### config.mk
export PLATFORM = sky130hd
export DESIGN_NAME = serial_mag_comparator
export DESIGN_NICKNAME = d
export VERILOG_FILES = /design/src/rtl/serial_mag_comparator.sv
export SDC_FILE = /design/constraint.sdc
export NUM_CORES = 1
export LEC_CHECK = 0
export CAP_MARGIN = 20
export CORE_ASPECT_RATIO = 1.25
export CORE_MARGIN = 1
export CORE_UTILIZATION = 46
export CTS_CLUSTER_DIAMETER = 80
export DETAILED_ROUTE_END_ITERATION = 7
export PLACE_DENSITY = 0.73
export SETUP_SLACK_MARGIN = 0.4
export SLEW_MARGIN = 30
export SYNTH_ARGS = -nofsm -noshare
export SYNTH_HDL_FRONTEND = slang
export SYNTH_SLANG_ARGS = --single-unit
### constraint.sdc
create_clock -name clk -period 2.9 [get_ports clk]
set_clock_uncertainty 0.15 [all_clocks]
set_input_delay 0.58 -clock clk [delete_from_list [all_inputs] [get_ports clk]]
set_output_delay 0.58 -clock clk [all_outputs]
set_load 0.005 [all_outputs]
### src/rtl/serial_mag_comparator.sv
// serial_mag_comparator: MSB-first bit-serial unsigned compare with early exit and valid/ready handshakes
module serial_mag_comparator #(
  parameter int WIDTH = 8
) (
  input  logic                           clk,
  input  logic                           rst_n,
  input  logic                           in_valid,
  output logic                           in_ready,
  input  logic [WIDTH-1:0]               a,
  input  logic [WIDTH-1:0]               b,
  output logic                           out_valid,
  input  logic                           out_ready,
  output logic                           aeb,
  output logic                           agb,
  output logic                           alb,
  output logic [$clog2(WIDTH+1)-1:0]     cmp_cycles
);
  localparam int CW = $clog2(WIDTH+1);
  typedef enum logic [1:0] {IDLE, SCAN, DONE} state_t;
  state_t           state_q, state_d;
  logic [WIDTH-1:0] sa_q, sa_d, sb_q, sb_d;
  logic [CW-1:0]    cnt_q, cnt_d, cmp_q, cmp_d;
  logic             aeb_q, aeb_d, agb_q, agb_d, alb_q, alb_d;
  logic             ma, mb;
  assign ma = sa_q[WIDTH-1];
  assign mb = sb_q[WIDTH-1];
  always_comb begin
    state_d = state_q;
    sa_d = sa_q;
    sb_d = sb_q;
    cnt_d = cnt_q;
    cmp_d = cmp_q;
    aeb_d = aeb_q;
    agb_d = agb_q;
    alb_d = alb_q;
    case (state_q)
      IDLE: if (in_valid) begin
        state_d = SCAN;
        sa_d = a;
        sb_d = b;
        cnt_d = '0;
      end
      SCAN: begin
        cnt_d = cnt_q + CW'(1);
        if (ma != mb) begin
          agb_d = ma & ~mb;
          alb_d = ~ma & mb;
          aeb_d = 1'b0;
          cmp_d = cnt_q + CW'(1);
          state_d = DONE;
        end else if (cnt_q == CW'(WIDTH - 1)) begin
          aeb_d = 1'b1;
          agb_d = 1'b0;
          alb_d = 1'b0;
          cmp_d = CW'(WIDTH);
          state_d = DONE;
        end else begin
          sa_d = sa_q << 1;
          sb_d = sb_q << 1;
        end
      end
      DONE: if (out_ready) begin
        aeb_d = 1'b0;
        agb_d = 1'b0;
        alb_d = 1'b0;
        state_d = IDLE;
      end
      default: state_d = IDLE;
    endcase
  end
  always_ff @(posedge clk or negedge rst_n) begin
    if (!rst_n) begin
      state_q <= IDLE;
      sa_q <= '0;
      sb_q <= '0;
      cnt_q <= '0;
      cmp_q <= '0;
      aeb_q <= 1'b0;
      agb_q <= 1'b0;
      alb_q <= 1'b0;
    end else begin
      state_q <= state_d;
      sa_q <= sa_d;
      sb_q <= sb_d;
      cnt_q <= cnt_d;
      cmp_q <= cmp_d;
      aeb_q <= aeb_d;
      agb_q <= agb_d;
      alb_q <= alb_d;
    end
  end
  assign in_ready = (state_q == IDLE);
  assign out_valid = (state_q == DONE);
  assign aeb = aeb_q;
  assign agb = agb_q;
  assign alb = alb_q;
  assign cmp_cycles = cmp_q;
endmodule

After elaboration in Yosys (flattened, before gate mapping):

Index checks and enable logic that the tools add are counted.

* flip-flop bits (word level): 29
* output and inout port bits: 9

* add/sub/neg operators: 1
* eq/ne operators: 9
* muxes and demuxes: 26
* bitwise operators: 4
* reductions and logical operators: 9

Operators by type and width (number)
* $mux 8: 6
* $pmux 8 s2: 2
* $mux 4: 3
* $mux 2: 4
* $pmux 4 s2: 1
* $mux 1: 6
* $ne 2x2->1 const B: 3
* $pmux 1 s2: 3
* $pmux 2 s3: 1
* $reduce_and 3->1: 2
* $reduce_bool 2->1: 3
* $add 4x1->4 const B: 1
* $eq 4x3->1 const B: 1
* $reduce_and 2->1: 2
* $reduce_and 4->1: 1
* $ne 3x3->1 const B: 1
* $and 1x1->1: 2
* $eq 2x1->1 const B: 1
* $eq 2x2->1 const B: 1
* $logic_not 2->1: 1
* $ne 2x1->1 const B: 1
* $not 1->1: 2
* $ne 1x1->1: 1

Longest topological paths before layout:

* depth after elaboration: 4
* mapped depth: 7

Worst setup path after synthesis:

OpenSTA, ideal clock, no wires.

* path kind: register to register
* from: reg state_q[1]
* to: reg sa_q[3]
* arrival time: 1.495 ns
* required time: 2.625 ns
* path slack: 1.130 ns
* stages on the path, launching flop included: 7
* path buffers: 3
* clock period less this slack: 1.770 ns
* path through: dfrtp_1 buf_6 nor2b_4 buf_6 buf_2 mux2_2 mux2_4

* word-level cells in the longest chain between the ends: 3

Ends and longest elaborated chain
* from (decl): line 20 `state_t state_q, state_d;`
* from (signal assigned): line 82 `state_q <= state_d;`
* $eq 2x1->1 / $logic_not 2->1 (equally long branches): line 36 `case (state_q)`
* $ne 2x2->1 (no source line) / $reduce_bool 2->1 (equally long branches)
* $reduce_and 4->1 (no source line)
* to (signal assigned): line 74 `sa_q <= '0;`
* to (signal assigned): line 83 `sa_q <= sa_d;`
* to (decl): line 21 `logic [WIDTH-1:0] sa_q, sa_d, sb_q, sb_d;`

Several ways; a longest one is shown, not always the timed one.
A chain may end at the register's enable or synchronous reset.

Worst setup path in the final report:

* from: reg state_q[1]
* to: out out_valid

* word-level cells in the longest chain between the ends: 1

Ends and longest elaborated chain
* $eq 2x2->1: line 93 `assign out_valid = (state_q == DONE);`
* to (decl): line 11 `output logic out_valid,`

No other way between the ends.

==> results.sh <==
export IMPL_cts_setup_buffers=0
export IMPL_worst_slack_ns=0.5954
export IMPL_antenna_cells=0
export IMPL_p_switching_mw=0.6575
export IMPL_ys_seq_area_share_pct=48.37
export IMPL_ctsResizeCount=0
export IMPL_pwr_share_seq_pct=37.4
export IMPL_dieArea_mm2=0.003495
export IMPL_nets=174
export IMPL_rsz0062_at_grt="no"
export IMPL_ant_nets=0
export IMPL_track_usage_pct=19.38
export IMPL_synth_cell_types=32
export IMPL_fin_setup_tns_ns=0
export IMPL_cts_tree="done"
export IMPL_yosys_warnings=0
export IMPL_antenna_found_initial=0
export IMPL_met1_usage_pct=23.31
export IMPL_drt_iter0_drc=17
export IMPL_synth_edf_count=0
export IMPL_ioPinCount=29
export IMPL_yosysTopAreaCell="dfrtp_1"
export IMPL_synthFlopType="dfrtp_1"
export IMPL_gp_congestion=0.8234
export IMPL_cts_buffers=5
export IMPL_top_usage_layer="met2"
export IMPL_row_count=22
export IMPL_core_area_mm2=0.003028
export IMPL_initial_core_util_pct=49.55
export IMPL_swShare_pct=33.80
export IMPL_die_w_um=53.08
export IMPL_max_slew_margin_pct=62.61
export IMPL_power_mw=1.945
export IMPL_hpwl_mm=2.026
export IMPL_grtUsageMet2_pct=31.01
export IMPL_grt_pass1_vias=999
export IMPL_wl_mm=2.760
export IMPL_grt_max_degree=30
export IMPL_vdd_drop_max_v=0.0006466
export IMPL_dr_pass1_iters=3
export IMPL_grt_pass1_wl_mm=4.657
export IMPL_yosys_top_cells_area="dfrtp_1, mux2_2, mux2_4"
export IMPL_cts_root_buf="clkbuf_4"
export IMPL_cts_buffer_depth=2
export IMPL_area_growth_synth_to_final_pct=23.52
export IMPL_intPower_mw=1.288
export IMPL_synth_cells=119
export IMPL_wl_per_cell_um=14.68
export IMPL_cp_max_fo=10
export IMPL_place_ws_ns=0.5296
export IMPL_final_layout_size_suffix_gt1_share_pct=26.32
export IMPL_cp_end_kind="output port"
export IMPL_hp_class="register to register"
export IMPL_syn_area_mm2=0.001500
export IMPL_syn_avg_cell_area_um2=12.61
export IMPL_numClockSinks=29
export IMPL_die_y_um=65.85
export IMPL_holdBufCountCts=0
export IMPL_worstHoldStart="sa_q[2]"
export IMPL_via_per_inst=5.149
export IMPL_maxCapViolCount=0
export IMPL_drv_slew=0
export IMPL_crit_type="register to output port"
export IMPL_crit_required_ns=2.17
export IMPL_combPwrFrac_pct=48.1
export IMPL_finalCritPeriodShare_pct=79.47
export IMPL_power_leakage_nw=0.8250
export IMPL_startpoint_type="register"
export IMPL_max_freq_ghz=0.4339
export IMPL_finalSetupViolCount=0
export IMPL_insertion_delay_ns=0.33
export IMPL_power_density_mw_per_mm2=1050
export IMPL_async_flop_share_pct=100.0
export IMPL_drc=0
export IMPL_status="finished, final reports clean"
export IMPL_whs_path_depth=1
export IMPL_r2r_end="sb_q[5]"
export IMPL_grtUsageMet3_pct=6.897
export IMPL_synth_seq_cells=29
export IMPL_post_route_util_pct=61.20
export IMPL_cp_data_arrival_time_ns=1.57
export IMPL_clkPwrFrac_pct=14.5
export IMPL_vias=968
export IMPL_synth_top_cell_area_share_pct=48.37
export IMPL_hold_violations=0
export IMPL_synth_nets=142
export IMPL_final_cell_mix="dfrtp_1, clkdlybuf4s50_1, mux2_2"
export IMPL_period_needed_ns=2.305
export IMPL_cts_max_level=2
export IMPL_io_buffers=28
export IMPL_r2r_slack_ns=0.85
export IMPL_min_to="sa_q[2]"
export IMPL_reg2reg_from="state_q[0]"
export IMPL_reg2regPathDepth=4
export IMPL_clkSlewWorstSetupHoldPaths_ns=0.09
export IMPL_overflow=0
export IMPL_worst_pin_slew_ns=0.5608
[kinds of logic (layout without fill, tap and decap cells)]
group / count (synthesis) / in the layout / share of synthesized area (%)
buffers and inverters: 14 / 47 / 6.422
DFF: 29 / 29 / 48.37
and+or+nand+nor: 21 / 21 / 8.173
adders and majority gates: 3 / 3 / 2.502
xor gates and xnor gates: 2 / 2 / 1.168
AOI/OAI and AO/OA: 20 / 20 / 9.593
muxes: 30 / 30 / 23.77
[layout make-up]
class | count | area, um^2
Clock buffer | 7 | 65.06
Inverter | 8 | 30.03
Fill cell | 256 | 1175
Multi-Input combinational cell | 76 | 678.2
Tap cell | 36 | 45.04
Timing Repair Buffer | 31 | 302.8
Clock inverter | 1 | 5.005
Sequential cell | 29 | 726.9
[per-stage QoR]
| step | hold WS (ns) | instances | instance area (um^2) |
|---|---|---|---|
| floorplan | 0.1344 | 119 | 1500 |
| global placement | 0.3380 | 180 | 1782 |
| detailed placement | 0.3413 | 180 | 1782 |
| CTS | 0.3689 | 188 | 1852 |
| global route | 0.3811 | 188 | 1853 |
| finish | 0.3620 | 188 | 1853 |
[layer usage]
layer / wire length (um) / up-vias
met1: 1244 / 461
met3: 114 / 4
met4: 42 / 0
li1: - / 483
met5: 0 / -
met2: 1358 / 20
[critical path, stage by stage (launching register included)]
cell,delay (ns)
dfrtp_2,0.48
inv_1,0.12
nor2_1,0.14
clkdlybuf4s50_1,0.52
[Yosys cell counts (3+ instances only)]
master and count:
inv_1 8, ha_1 3, mux2_4 7, nand2_1 7, buf_6 3, a31oi_1 3, o21ai_0 4, o2bb2ai_1 3
mux2i_1 6, dfrtp_1 29, nor2b_1 3, nor2_1 3, mux2_2 17
[worst max-delay path by stage]
stage | cells after the start | endpoint | slack, ns | startpoint
after floorplan | 6 | sa_q[3] | 1.13 | state_q[1]
after global placement | 5 | sb_q[6] | 0.57 | in_valid
after detailed placement | 5 | sa_q[1] | 0.53 | in_valid
after CTS | 3 | out_valid | 0.45 | state_q[1]
after global routing | 3 | out_valid | 0.48 | state_q[1]
final | 3 | out_valid | 0.60 | state_q[1]
[power groups by stage]
stage / logic (mW) / registers [mW] / clock network, mW
finish: 0.935 / 0.727 / 0.283
global route: 1.03 / 0.756 / 0.305
CTS: 0.947 / 0.729 / 0.290
detailed placement: 0.941 / 0.734 / 0
global placement: 0.911 / 0.723 / 0
floorplan: 0.790 / 0.680 / 0
[flip-flops by register name, indices dropped and copies added, names as in the netlist]
| register | flops |
|---|---|
| cnt_q | 4 |
| cmp_cycles | 4 |
| alb | 1 |
| state_q | 2 |
| sa_q | 8 |
| sb_q | 8 |
| agb | 1 |
| aeb | 1 |
Note: power is estimated with default switching activity, not from simulation.
